File: src/rtl/hex_display_scanner.sv
// hex_display_scanner
//   Latches a 16-bit value and scans it onto a 4-digit, common-anode,
//   multiplexed 7-segment display as four hex nibbles.
//   A free-running prescaler sets how long each digit slot lasts.
//   All outputs are registered and active-low.
//
// Parameters:
//   REFRESH_DIV  clk cycles per digit slot (2..2^20)
//   CNT_W        prescaler width, 2^CNT_W >= REFRESH_DIV
//
// Ports:
//   clk         system clock
//   rst         synchronous reset, active-high
//   value[15:0] data to display
//   load        capture value into the display latch on this edge
//   blank       force all digits off while high
//   seg[6:0]    segment drive, active-low, {g,f,e,d,c,b,a}
//   an[3:0]     anode drive, active-low, an[0] = rightmost digit (value[3:0])
//   digit_tick  one-cycle pulse when the scan advances to the next digit
//
// Optional build macro:
//   HEX_DISPLAY_LZB_EN  leading-zero blanking. Digits 1..3 are switched off
//                       while they and every higher digit are zero. Digit 0
//                       always displays.
module hex_display_scanner #(
    parameter int REFRESH_DIV = 100000,
    parameter int CNT_W       = 20
) (
    input  logic        clk,
    input  logic        rst,
    input  logic [15:0] value,
    input  logic        load,
    input  logic        blank,
    output logic [6:0]  seg,
    output logic [3:0]  an,
    output logic        digit_tick
);

    localparam logic [CNT_W-1:0] CNT_LAST = CNT_W'(REFRESH_DIV - 1);

    logic [CNT_W-1:0] cnt_q, cnt_d;
    logic [1:0]       idx_q, idx_d;
    logic [15:0]      latch_q, latch_d;
    logic [6:0]       seg_q, seg_d;
    logic [3:0]       an_q, an_d;
    logic             tick_q, tick_d;
    logic [3:0]       nibble;
    logic             digit_off;

    // Hex nibble to active-low segments, {g,f,e,d,c,b,a}.
    function automatic logic [6:0] decode(input logic [3:0] n);
        case (n)
            4'h0: decode = 7'b1000000;
            4'h1: decode = 7'b1111001;
            4'h2: decode = 7'b0100100;
            4'h3: decode = 7'b0110000;
            4'h4: decode = 7'b0011001;
            4'h5: decode = 7'b0010010;
            4'h6: decode = 7'b0000010;
            4'h7: decode = 7'b1111000;
            4'h8: decode = 7'b0000000;
            4'h9: decode = 7'b0010000;
            4'hA: decode = 7'b0001000;
            4'hB: decode = 7'b0000011;
            4'hC: decode = 7'b1000110;
            4'hD: decode = 7'b0100001;
            4'hE: decode = 7'b0000110;
            default: decode = 7'b0001110;
        endcase
    endfunction

`ifdef HEX_DISPLAY_LZB_EN
    // A digit is a leading zero when it and all digits above it are zero.
    function automatic logic leading_zero(input logic [15:0] v, input logic [1:0] i);
        case (i)
            2'd1:    leading_zero = (v[15:4] == 12'h000);
            2'd2:    leading_zero = (v[15:8] == 8'h00);
            2'd3:    leading_zero = (v[15:12] == 4'h0);
            default: leading_zero = 1'b0;
        endcase
    endfunction
`endif

    always_comb begin
        cnt_d  = cnt_q + CNT_W'(1);
        idx_d  = idx_q;
        tick_d = 1'b0;
        if (cnt_q == CNT_LAST) begin
            cnt_d  = '0;
            idx_d  = idx_q + 2'd1;
            tick_d = 1'b1;
        end

        latch_d = load ? value : latch_q;

        // Output stage works from the registered index and latch, so a load
        // coinciding with a tick edge shows the new digit with the new data.
        nibble = latch_q[{idx_q, 2'b00} +: 4];
`ifdef HEX_DISPLAY_LZB_EN
        digit_off = blank | leading_zero(latch_q, idx_q);
`else
        digit_off = blank;
`endif
        an_d  = digit_off ? 4'b1111 : ~(4'b0001 << idx_q);
        seg_d = digit_off ? 7'b1111111 : decode(nibble);
    end

    always_ff @(posedge clk) begin
        if (rst) begin
            cnt_q   <= '0;
            idx_q   <= 2'd0;
            latch_q <= 16'h0000;
            seg_q   <= 7'b1111111;
            an_q    <= 4'b1111;
            tick_q  <= 1'b0;
        end else begin
            cnt_q   <= cnt_d;
            idx_q   <= idx_d;
            latch_q <= latch_d;
            seg_q   <= seg_d;
            an_q    <= an_d;
            tick_q  <= tick_d;
        end
    end

    assign seg        = seg_q;
    assign an         = an_q;
    assign digit_tick = tick_q;

endmodule

File: config.mk
export PLATFORM = sky130hd
export DESIGN_NAME = hex_display_scanner
export DESIGN_NICKNAME = d
export VERILOG_FILES = /design/src/rtl/hex_display_scanner.sv
export SDC_FILE = /design/constraint.sdc
export NUM_CORES = 1
export LEC_CHECK = 0
export CORE_AREA = 4 4 68 70
export CTS_BUF_LIST = sky130_fd_sc_hd__clkbuf_16
export DETAILED_ROUTE_END_ITERATION = 10
export DIE_AREA = 0 0 72 74
export MAX_ROUTING_LAYER = met4
export PLACE_DENSITY = 0.81
export SETUP_SLACK_MARGIN = 0.1
export SYNTH_ARGS = -nofsm -noshare
export SYNTH_HDL_FRONTEND = slang
export SYNTH_SLANG_ARGS = --single-unit
export TNS_END_PERCENT = 50
File: constraint.sdc
create_clock -name clk -period 3.8 [get_ports clk]
set_input_delay 0.57 -clock clk [delete_from_list [all_inputs] [get_ports clk]]
set_output_delay 0.57 -clock clk [all_outputs]
set_load 0.05 [all_outputs]
; ---- Word level (Yosys, flattened, before mapping)
; Memory sizes are Yosys's and may differ from the RTL's. A register that Yosys moved wholly into a read port is not among the register bits.
; Index checks and enable logic that the tools add are counted.
; W data, S select, Z words.
[totals]
reg_bits = 43
rom_bits = 112
in_bits = 20
output_inout_bits = 12
wordCells = 15
memories = 1
[op_classes]
n_addsub = 2
eq_ne = 1
shifts = 2
mux = 1
bitwise_logic = 1
n_reduce_logical = 2
[mem_list]
columns = memory, words, width, read_ports, rd_ports_with_merged_regs, wr, line_no
row1 = (name not given), 16, 7, 1, 1, 0, 52  ; case (n)
[ops]
columns = cell, count
row1 = $add A20 B1 Y20 const B, 1
row2 = $eq A20 B17 Y1 const B, 1
row3 = $shiftx A16 B5 Y4, 1
row4 = $not A4 Y4, 1
row5 = $reduce_or A2 Y1, 2
row6 = $shl A1 B2 Y4 const A, 1
row7 = $add A2 B1 Y2 const B, 1
row8 = $mux W1, 1

; ---- Depth between registers and ports, before layout
[logic_depth]
word_depth = 2
mapped_depth = 8
ltp_nobuf = 7

; ---- Worst setup path after synthesis
; No wires, ideal clock.
[synth_timing]
kind = flip-flop to flip-flop
start = register idx_q[0]
end = register seg_q[3], in the netlist seg[3]
setup_ns = 0.135
arrival_ns = 1.973
required_ns = 3.665
path_slack_ns = 1.693
stages_incl_launch_ff = 7
path_buffers = 1
path_cell_list = dfxtp_1 -> buf_2 -> mux4_2 -> ha_1 -> or2_0 -> a2111oi_0 -> a31oi_1
[synth_via]
elab_chain_cells = 1
[synth_rtl]
columns = element, line_no
row1 = from (decl), 42  ; logic [1:0] idx_q, idx_d;
row2 = from (signal assigned), 118  ; idx_q <= idx_d;
row3 = $shiftx A16 B5 Y4, 98  ; nibble = latch_q[{idx_q, 2'b00} +: 4];
row4 = to (decl), 44  ; logic [6:0] seg_q, seg_d;
; No other way between the ends.
; A chain may end at the register's enable or synchronous reset.

; ---- Worst setup path after layout
; Same ends and word-level chain as after synthesis.

==> results.py <==
metrics = {
    "outcome": {
        "status": "completed",
    },
    "setup_path": {
        "r2r_cells": 5,
        "crit_path_start": "idx_q[0]$_SDFFE_PP0N_",
        "start_kind": "flip-flop",
        "cp.depth": 5,
        "slowest_delay_ns": 0.65,
        "critPathBufInv": 0,
        "cpLargestDelayFamily": "multiplexers",
        "r2r_end": "seg[3]$_SDFF_PP1_",
        "r2r_start": "idx_q[0]$_SDFFE_PP0N_",
        "worst_setup_path_end_kind": "flip-flop",
        "reg2reg_setup_slack_ns": 1.40,
        "slowest_stage": "mux4_2",
        "critPathKind": "flip-flop to flip-flop",
        "cp_max_fo": 9,
        "cp_cell_sequence": "mux4_2 -> ha_1 -> or2_0 -> a2111oi_0 -> a31oi_1",
        "crit_arrival_ns": 2.54,
        "crit_end": "seg[3]$_SDFF_PP1_",
        "cp_data_required_time_ns": 3.94,
    },
    "synth": {
        "ys_warn_count": 0,
        "synth-seq-cells": 50,
        "synth_nets": 263,
        "netlist_area_sq_um": 2220,
        "synthCells": 232,
        "ys_types": 37,
        "yosysSeqAreaShare_pct": 45.0,
        "avgSynthCellArea_sq_um": 9.58,
    },
    "hold_path": {
        "min_path_type": "flip-flop to flip-flop",
        "hold-path-cell-count": 1,
    },
    "power": {
        "p_int_uw": 832,
        "p_total_mw": 1.08,
        "power.switching_uw": 251,
        "max-vdd-ir-drop_v": 0.000267,
        "netSwitchingFraction_pct": 23.2,
        "pwr-share-seq_pct": 50.9,
        "clkPwrFrac_pct": 38.7,
        "p_leak_nw": 1.00,
        "p_comb_share_pct": 10.4,
        "power.density_nw_per_um2": 403,
    },
    "clocking": {
        "cts_root_buffer": "clkbuf_16",
        "cts_setup_buffers": 0,
        "worstSkewPairLatency_ns": 0.28,
        "htreeDepth": 2,
        "cts_tree": "yes",
        "cts_hold_buf": 0,
        "numCtsBuffers": 5,
        "cts.repair.resized": 0,
        "clkTransAtPathRegs_ns": 0.06,
        "clock_sinks": 50,
        "clockBufferDepth": 2,
    },
    "sta": {
        "slew-limit-headroom_pct": 37.2,
        "final.period_utilization_pct": 63.2,
        "drv_slew": 0,
        "final-setup-viol-count": 0,
        "max_freq_mhz": 416,
        "post-route-min-period_ns": 2.40,
        "rsz0062_at_grt": "false",
        "fin_skew_ns": 0.00345,
        "finalSetupTns_ns": 0,
        "hold_violations": 0,
        "worstMarginPinSlew_ns": 0.939,
    },
    "die": {
        "fp-row-count": 23,
        "ioPinCount": 32,
        "die_x_um": 72,
        "die-area_sq_um": 5330,
        "initial_core_util_pct": 56.0,
        "die_h_um": 74,
        "core_sq_um": 3970,
    },
    "placed_design": {
        "place_hpwl_um": 2990,
        "io_buffers": 31,
        "placed_area_sq_um": 2550,
        "gp_congestion": 0.819,
    },
    "cells_and_area": {
        "nets": 290,
        "final_layout_size_suffix_gt1_share_pct": 5.77,
        "area_delta_synth_final_pct": 20.9,
        "design_area_sq_um": 2690,
        "fin_util_pct": 67.7,
        "insertedDiodeCount": 0,
    },
    "route": {
        "antenna_left": 0,
        "firstDrtPassIters": 4,
        "first_iter_violations": 80,
        "via_per_inst": 5.55,
        "vias": 1721,
        "routed_wl_um": 4330,
        "drc_errors": 0,
        "drt-wirelength-per-cell_um": 14.0,
    },
    "global_routing": {
        "antenna_found_initial": 0,
        "grt_pass1_vias": 1610,
        "gr-total-overflow": 0,
        "top_usage_layer": "met2",
        "grt_max_degree": 25,
        "grt_usage_pct": 18.6,
        "gr-usage-met2_pct": 29.5,
        "grt_pass1_wl_um": 7460,
        "grt_util_met3_pct": 4.86,
        "use_met1_pct": 23.0,
    },
    "flow_run": {
        "drv_cap": 0,
    },
}
## how the worst min path moves through the flow
stage | from | end
2_1_floorplan | cnt_q[0]$_SDFF_PP0_ | cnt_q[0]$_SDFF_PP0_
3_3_place_gp | cnt_q[0]$_SDFF_PP0_ | cnt_q[0]$_SDFF_PP0_
3_5_place_dp | cnt_q[0]$_SDFF_PP0_ | cnt_q[0]$_SDFF_PP0_
4_1_cts | cnt_q[0]$_SDFF_PP0_ | cnt_q[0]$_SDFF_PP0_
5_1_grt | cnt_q[0]$_SDFF_PP0_ | cnt_q[0]$_SDFF_PP0_
6_report | cnt_q[0]$_SDFF_PP0_ | cnt_q[0]$_SDFF_PP0_
## sequential cells by signal, summed over array words and instances (netlist names)
name	cells
idx_q	2
latch_q	16
cnt_q	20
digit_tick	1
an	4
seg	7
## cell usage after synthesis
cell type / n / area [sq um]
nor2_1: 36 / 135
o221ai_1: 4 / 35.0
a21oi_1: 10 / 50.1
nor3_1: 5 / 25.0
or2_0: 1 / 6.26
nand2_4: 1 / 11.3
o31ai_1: 2 / 15.0
or3_1: 5 / 31.3
ha_1: 11 / 138
nor2b_1: 1 / 6.26
o21bai_2: 1 / 11.3
o211ai_1: 1 / 7.51
nand2b_1: 1 / 6.26
nor4bb_1: 1 / 10.0
and4_1: 1 / 8.76
nand4_1: 4 / 25.0
clkbuf_2: 1 / 5.00
nand4b_1: 1 / 8.76
a2111oi_0: 1 / 8.76
nand4_4: 1 / 21.3
mux2i_1: 17 / 170
o21ai_0: 5 / 25.0
a31oi_1: 1 / 6.26
nand3_1: 8 / 40.0
or3_2: 1 / 7.51
dfxtp_1: 50 / 1000
or4_1: 3 / 22.5
o2bb2ai_1: 1 / 8.76
xor2_1: 5 / 43.8
nand2_1: 12 / 45.0
mux4_2: 4 / 90.1
or2_2: 1 / 6.26
nor4_1: 5 / 31.3
clkbuf_1: 8 / 30.0
inv_1: 11 / 41.3
buf_2: 2 / 10.0
xnor2_1: 9 / 78.8
## power groups by stage
stage	Clock (mW)	Combinational (mW)	Sequential, mW
2_1_floorplan	0	0.0524	0.581
3_3_place_gp	0	0.111	0.562
3_5_place_dp	0	0.113	0.563
4_1_cts	0.425	0.114	0.552
5_1_grt	0.446	0.124	0.553
6_report	0.419	0.113	0.551
## logic make-up after synthesis
logic type,Yosys count,share of synthesized area [%]
buffers and inverters,22,3.88
AND/OR/NAND/NOR,88,20.1
adder cells (fa/ha/maj),11,6.19
flip-flops,50,45.0
AO/OA/AOI/OAI,26,7.54
multiplexers,21,11.7
XOR/XNOR,14,5.52
## per-stage QoR
step | hold slack, ns | worst slack (ns) | cells
floorplan | 0.430 | 1.69 | 232
global placement | 0.444 | 1.35 | 302
detailed placement | 0.457 | 1.29 | 302
CTS | 0.472 | 1.40 | 310
global route | 0.498 | 1.12 | 310
finish | 0.467 | 1.40 | 310
## per-layer routing
metal | wire length, um | part of all wire [%]
met1 | 1910 | 44
met2 | 2150 | 50
met3 | 208 | 4.8
met4 | 55 | 1.3
met5 | 0 | 0
## layout make-up
class,instances,area (sq um)
Fill cell,324,1280
Multi-Input combinational cell,160,1140
Sequential cell,50,1000
Timing Repair Buffer,31,310
Clock buffer,5,125
Tap cell,50,62.6
Inverter,11,41.3
Clock inverter,3,12.5
## layout by cell type (no fill, tap or decap), types with 2 or more instances in the layout
master / Yosys / layout
inv_1: 11 / 12
nand2_1: 12 / 12
xor2_1: 5 / 5
ha_1: 11 / 11
xnor2_1: 9 / 9
mux2i_1: 17 / 17
nor3_1: 5 / 5
o31ai_1: 2 / 2
nor2_1: 36 / 36
dfxtp_1: 50 / 50
o21ai_0: 5 / 5
mux4_2: 4 / 4
o221ai_1: 4 / 4
or3_1: 5 / 5
nand3_1: 8 / 8
clkbuf_16: 0 / 5
nor4_1: 5 / 5
or4_1: 3 / 3
nand4_1: 4 / 4
clkdlybuf4s50_1: 0 / 31
a21oi_1: 10 / 10
Note: power is estimated with default switching activity, not from simulation.
